File: src/rtl/dsp_irq_gen.sv
// rtl/dsp_irq_gen.sv - per-channel read-request to DSP interrupt pulse generator with pending queue
// Optional per-slot event statistics are built only when DSP_IRQ_STATS_EN is defined.
module dsp_irq_gen #(
   parameter int NUM_CH    = 4,
   parameter int PULSE_LEN = 100,
   parameter int PEND_W    = 4,
   parameter int CNT_W     = 11
) (
   input  logic                    clk_50m,
   input  logic                    cfg_rst,
   input  logic [NUM_CH-1:0]       read_quest,
   input  logic [NUM_CH-1:0]       irq_mask,
   input  logic                    slot_interrupt,
   output logic [NUM_CH-1:0]       dsp_receive_interrupt,
   output logic [NUM_CH-1:0]       irq_pending,
   output logic [NUM_CH-1:0]       irq_overflow,
   output logic [NUM_CH*CNT_W-1:0] slot_irq_count,
   output logic                    slot_count_valid
);

   localparam logic [1:0] S_IDLE  = 2'd0;
   localparam logic [1:0] S_PULSE = 2'd1;
   localparam logic [1:0] S_GAP   = 2'd2;

   localparam logic [7:0]        LAST     = 8'(PULSE_LEN - 1);
   localparam logic [PEND_W-1:0] PEND_MAX = {PEND_W{1'b1}};

   logic [NUM_CH-1:0] rq_d;
   logic              rst_q;
   logic [NUM_CH-1:0] rise;
   logic [NUM_CH-1:0] acc_ok;

   // rst_q blanks the first cycle after release so a level already high is not taken as a rise
   always_ff @(posedge clk_50m) begin
      if (cfg_rst) begin
         rq_d  <= '0;
         rst_q <= 1'b1;
      end else begin
         rq_d  <= read_quest;
         rst_q <= 1'b0;
      end
   end

   assign rise = read_quest & ~rq_d & {NUM_CH{~rst_q}};

   for (genvar i = 0; i < NUM_CH; i++) begin : g_ch
      logic [1:0]        state;
      logic [7:0]        cnt;
      logic [PEND_W-1:0] pend;
      logic              ovf;
      logic              acc;
      logic              inc;
      logic              dec;
      logic              drop;

      // An edge arriving in GAP with nothing queued restarts the pulse directly (inc and dec cancel)
      always_comb begin
         acc  = rise[i] & ~irq_mask[i];
         inc  = acc & (state != S_IDLE);
         dec  = (state == S_GAP) & ((pend != '0) | acc);
         drop = inc & ~dec & (pend == PEND_MAX);
      end

      always_ff @(posedge clk_50m) begin
         if (cfg_rst) begin
            state <= S_IDLE;
            cnt   <= '0;
            pend  <= '0;
            ovf   <= 1'b0;
         end else if (irq_mask[i]) begin
            state <= S_IDLE;
            cnt   <= '0;
            pend  <= '0;
         end else begin
            case (state)
               S_IDLE: begin
                  if (acc) begin
                     state <= S_PULSE;
                     cnt   <= '0;
                  end
               end
               S_PULSE: begin
                  if (cnt == LAST) begin
                     state <= S_GAP;
                  end else begin
                     cnt <= cnt + 8'd1;
                  end
               end
               S_GAP: begin
                  cnt <= '0;
                  if (dec) begin
                     state <= S_PULSE;
                  end else begin
                     state <= S_IDLE;
                  end
               end
               default: state <= S_IDLE;
            endcase
            if (inc && !dec && !drop) begin
               pend <= pend + PEND_W'(1);
            end else if (dec && !inc) begin
               pend <= pend - PEND_W'(1);
            end
            if (drop) begin
               ovf <= 1'b1;
            end
         end
      end

      assign dsp_receive_interrupt[i] = (state == S_PULSE);
      assign irq_pending[i]           = (pend != '0);
      assign irq_overflow[i]          = ovf;
      assign acc_ok[i]                = acc & ~drop;
   end

`ifdef DSP_IRQ_STATS_EN
   logic [CNT_W-1:0]        ev_cnt [NUM_CH];
   logic [NUM_CH*CNT_W-1:0] slot_q;
   logic                    valid_q;

   always_ff @(posedge clk_50m) begin
      if (cfg_rst) begin
         slot_q  <= '0;
         valid_q <= 1'b0;
         for (int i = 0; i < NUM_CH; i++) begin
            ev_cnt[i] <= '0;
         end
      end else begin
         valid_q <= slot_interrupt;
         for (int i = 0; i < NUM_CH; i++) begin
            if (slot_interrupt) begin
               slot_q[i*CNT_W +: CNT_W] <= ev_cnt[i];
               ev_cnt[i]                <= CNT_W'(acc_ok[i]);
            end else if (acc_ok[i] && (ev_cnt[i] != {CNT_W{1'b1}})) begin
               ev_cnt[i] <= ev_cnt[i] + CNT_W'(1);
            end
         end
      end
   end

   assign slot_irq_count   = slot_q;
   assign slot_count_valid = valid_q;
`else
   logic unused_slot;
   assign unused_slot      = &{1'b0, slot_interrupt, acc_ok};
   assign slot_irq_count   = '0;
   assign slot_count_valid = 1'b0;
`endif

endmodule

File: config.mk
export PLATFORM = sky130hd
export DESIGN_NAME = dsp_irq_gen
export DESIGN_NICKNAME = d
export VERILOG_FILES = /design/src/rtl/dsp_irq_gen.sv
export SDC_FILE = /design/constraint.sdc
export NUM_CORES = 1
export LEC_CHECK = 0
export CAP_MARGIN = 20
export CORE_ASPECT_RATIO = 0.9
export CORE_MARGIN = 2
export CORE_UTILIZATION = 40
export CTS_BUF_LIST = sky130_fd_sc_hd__clkbuf_2
export DETAILED_ROUTE_END_ITERATION = 7
export MAX_ROUTING_LAYER = met4
export SLEW_MARGIN = 20
export SYNTH_ARGS = -nofsm -noshare
export SYNTH_HDL_FRONTEND = slang
export SYNTH_SLANG_ARGS = --single-unit
File: constraint.sdc
create_clock -name clk_50m -period 4.63 [get_ports clk_50m]
set_input_delay 0.926 -clock clk_50m [delete_from_list [all_inputs] [get_ports clk_50m]]
set_output_delay 0.926 -clock clk_50m [all_outputs]
set_load 0.01 [all_outputs]
==> impl_metrics.env <==
export IMPL_power_share_clock=0.295
export IMPL_die_w_um=106
export IMPL_ys_warn_count=0
export IMPL_final_layout_size_suffix_gt1_frac=0.0664
export IMPL_synth_area_leader_cell="dfxtp_1"
export IMPL_synth_flop_cell="dfxtp_1"
export IMPL_drc_errors=0
export IMPL_maxSlewHeadroom=0.447
export IMPL_grt_max_degree=22
export IMPL_insertion_delay_ns=0.51
export IMPL_drtPass1Iterations=4
export IMPL_synth_edff_count=0
export IMPL_cts_buffers=9
export IMPL_cts_root_buf="clkbuf_2"
export IMPL_grt_overflow_total=0
export IMPL_portBuffers=21
export IMPL_antenna_found_initial=0
export IMPL_synthArstFlopShare=0
export IMPL_gp_congestion=0.832
export IMPL_maxCapViolCount=0
export IMPL_p_sw_frac=0.271
export IMPL_status="complete, no violations"
export IMPL_synth_seq_area_share=0.346
export IMPL_path_clk_slew_ns=0.18
export IMPL_crit_arrival_ns=3.52
export IMPL_netlist_instances=431
export IMPL_period_needed_ns=3.06
export IMPL_crit_type="in2reg"
export IMPL_cts_tree="yes"
export IMPL_cp_start_kind="primary input"
export IMPL_yosysUniqueCellTypes=51
export IMPL_synth_top_area_frac=0.346
export IMPL_leakage_nw=1.49
export IMPL_reg2regPathDepth=8
export IMPL_reg2reg_to="g_ch[3].pend[3]"
export IMPL_pwr_share_comb=0.069
export IMPL_coreArea_um2=9130
export IMPL_hold_viol_final=0
export IMPL_ant_nets=0
export IMPL_skew_ns=0.0230
export IMPL_slew_violations=0
export IMPL_die_h_um=95.9
export IMPL_vdd_ir_drop_max_v=0.000109
export IMPL_viasPerCell=5.09
export IMPL_cts_htree_levels=3
export IMPL_hpwl_um=5030
export IMPL_ys_ff_latch=65
export IMPL_syn_avg_cell_area_um2=8.71
export IMPL_timing_rr_start="rst_q"
export IMPL_setup_viol=0
export IMPL_vias=2923
export IMPL_internal_power_mw=0.651
export IMPL_design_area_um2=3950
export IMPL_diodes=0
export IMPL_grt_pass1_wl_um=11700
export IMPL_clock_sink_count=65
export IMPL_p_seq_frac=0.636
export IMPL_path_max_fanout=6
export IMPL_power_density_nw_per_um2=226
export IMPL_critical_path_required_ns=5.09
export IMPL_r2r_setup_slack_ns=2.03
export IMPL_grt_pass1_vias=2645
export IMPL_wl_um=6910
export IMPL_ios=68
export IMPL_tightestPinTransition_ns=0.824
export IMPL_max_freq_ghz=0.327
export IMPL_ys_top_cells_by_count="dfxtp_1, buf_4, a21oi_1"
export IMPL_placementRows=33
export IMPL_netlist_area_um2=3760
export IMPL_place_ws_ns=1.05
export IMPL_drt_iter0_markers=56
export IMPL_holdPathStages=2
export IMPL_post_cts_buffers=0
export IMPL_postLayoutSetupSlackWorst_ns=1.57
export IMPL_cp_end_kind="flop"
export IMPL_fin_crit_sh=0.661
export IMPL_wl_per_cell_um=12.0
export IMPL_crit_start="irq_mask[2]"
export IMPL_cp_endpoint="g_ch[2].pend[3]"
export IMPL_die_area_um2=10200
export IMPL_finalSetupTns_ns=0
export IMPL_yosys_top_cells_area="dfxtp_1, buf_4, a21oi_1"
export IMPL_p_switching_mw=0.241
export IMPL_synthMostInstantiatedCell="dfxtp_1"
export IMPL_cts_resized=0
export IMPL_report_power_total_mw=0.892
export IMPL_groute_usage_overall=0.148
export IMPL_post_route_util=0.433
export IMPL_start_util=0.412
export IMPL_hold_buffers=0
export IMPL_rsz0062_at_grt="no"
export IMPL_hold_path_class="reg2reg"
export IMPL_final_nets=476
export IMPL_syn_to_final_growth_pct=5.16
export IMPL_dpl_cell_area_um2=3880
export IMPL_clk_path_buf_depth=2
==> metrics by stage <==
step / hold WS, ns / std cells
4_1_cts: 0.498 / 574
5_1_grt: 0.525 / 574
3_5_place_dp: 0.475 / 560
3_3_place_gp: 0.469 / 560
6_report: 0.495 / 574
2_1_floorplan: 0.438 / 475
==> state kept, by name, summed over array words and instances (netlist names) <==
register,count
g_ch.cnt,32
g_ch.ovf,4
g_ch.pend,16
g_ch.state,8
rq_d,4
rst_q,1
==> worst max-delay path, stage by stage <==
cell and delay (ns):
clkdlybuf4s50_1 0.51, or4b_1 0.62, nor3_4 0.22, inv_1 0.16, ha_1 0.30, a21o_1 0.17, a21oi_1 0.17, mux2i_1 0.25
mux2i_1 0.20
==> logic make-up after synthesis <==
family                     synth area share
adders and majority gates            0.0613
AOI/OAI and AO/OA                     0.111
and+or+nand+nor                       0.280
other                              0.000998
xor gates and xnor gates             0.0490
buffers and inverters                 0.119
DFF                                   0.346
muxes                                0.0320
==> placed cells by master (no fill, tap or decap), types with 5 or more instances in the layout <==
| cell type | n |
|---|---|
| or4_1 | 5 |
| a21boi_0 | 5 |
| or3_1 | 7 |
| ha_1 | 12 |
| conb_1 | 45 |
| clkdlybuf4s50_1 | 21 |
| nor2_1 | 26 |
| clkbuf_2 | 12 |
| nand4_1 | 12 |
| nor2b_1 | 7 |
| a21oi_1 | 32 |
| mux2i_1 | 12 |
| nand3_1 | 22 |
| o21ai_0 | 10 |
| dfxtp_1 | 65 |
| xor2_1 | 18 |
| nor3_1 | 21 |
| and3_1 | 9 |
| nand2_1 | 26 |
| inv_1 | 12 |
| or2_2 | 6 |
==> worst min path at each step <==
stage,start,end,slack (ns)
after CTS,g_ch[1].cnt[1],g_ch[1].cnt[1],0.50
after floorplan,g_ch[1].ovf,g_ch[1].ovf,0.44
final,g_ch[1].cnt[1],g_ch[1].cnt[1],0.49
after detailed placement,g_ch[1].ovf,g_ch[1].ovf,0.48
after global routing,g_ch[1].cnt[1],g_ch[1].cnt[1],0.52
after global placement,g_ch[1].cnt[7],g_ch[1].cnt[7],0.47
==> metal layers <==
layer | vias up | share of wire | global-route usage | wire length, µm
met5 | - | 0 | - | 0
met1 | 1354 | 0.48 | 0.176 | 3330
li1 | 1484 | - | - | -
met4 | 0 | 0.014 | 0.0493 | 95
met2 | 76 | 0.46 | 0.242 | 3150
met3 | 9 | 0.049 | 0.0433 | 336
==> layout make-up <==
class	instances	area (µm²)
clock inverters	2	7.51
flip-flops and latches	65	1300
clock buffers	12	60.1
inverters	12	45.0
fillers	938	5170
multi-input cells	340	2170
repair buffers	21	210
well taps	122	153
==> power by group through the flow <==
stage	combinational [mW]	sequential (mW)	clock, mW
floorplan	0.0718	0.578	0
global route	0.0687	0.569	0.300
finish	0.0614	0.567	0.263
global placement	0.0605	0.579	0
CTS	0.0610	0.568	0.276
detailed placement	0.0609	0.579	0
No activity file was read; power rests on OpenSTA's default activity.
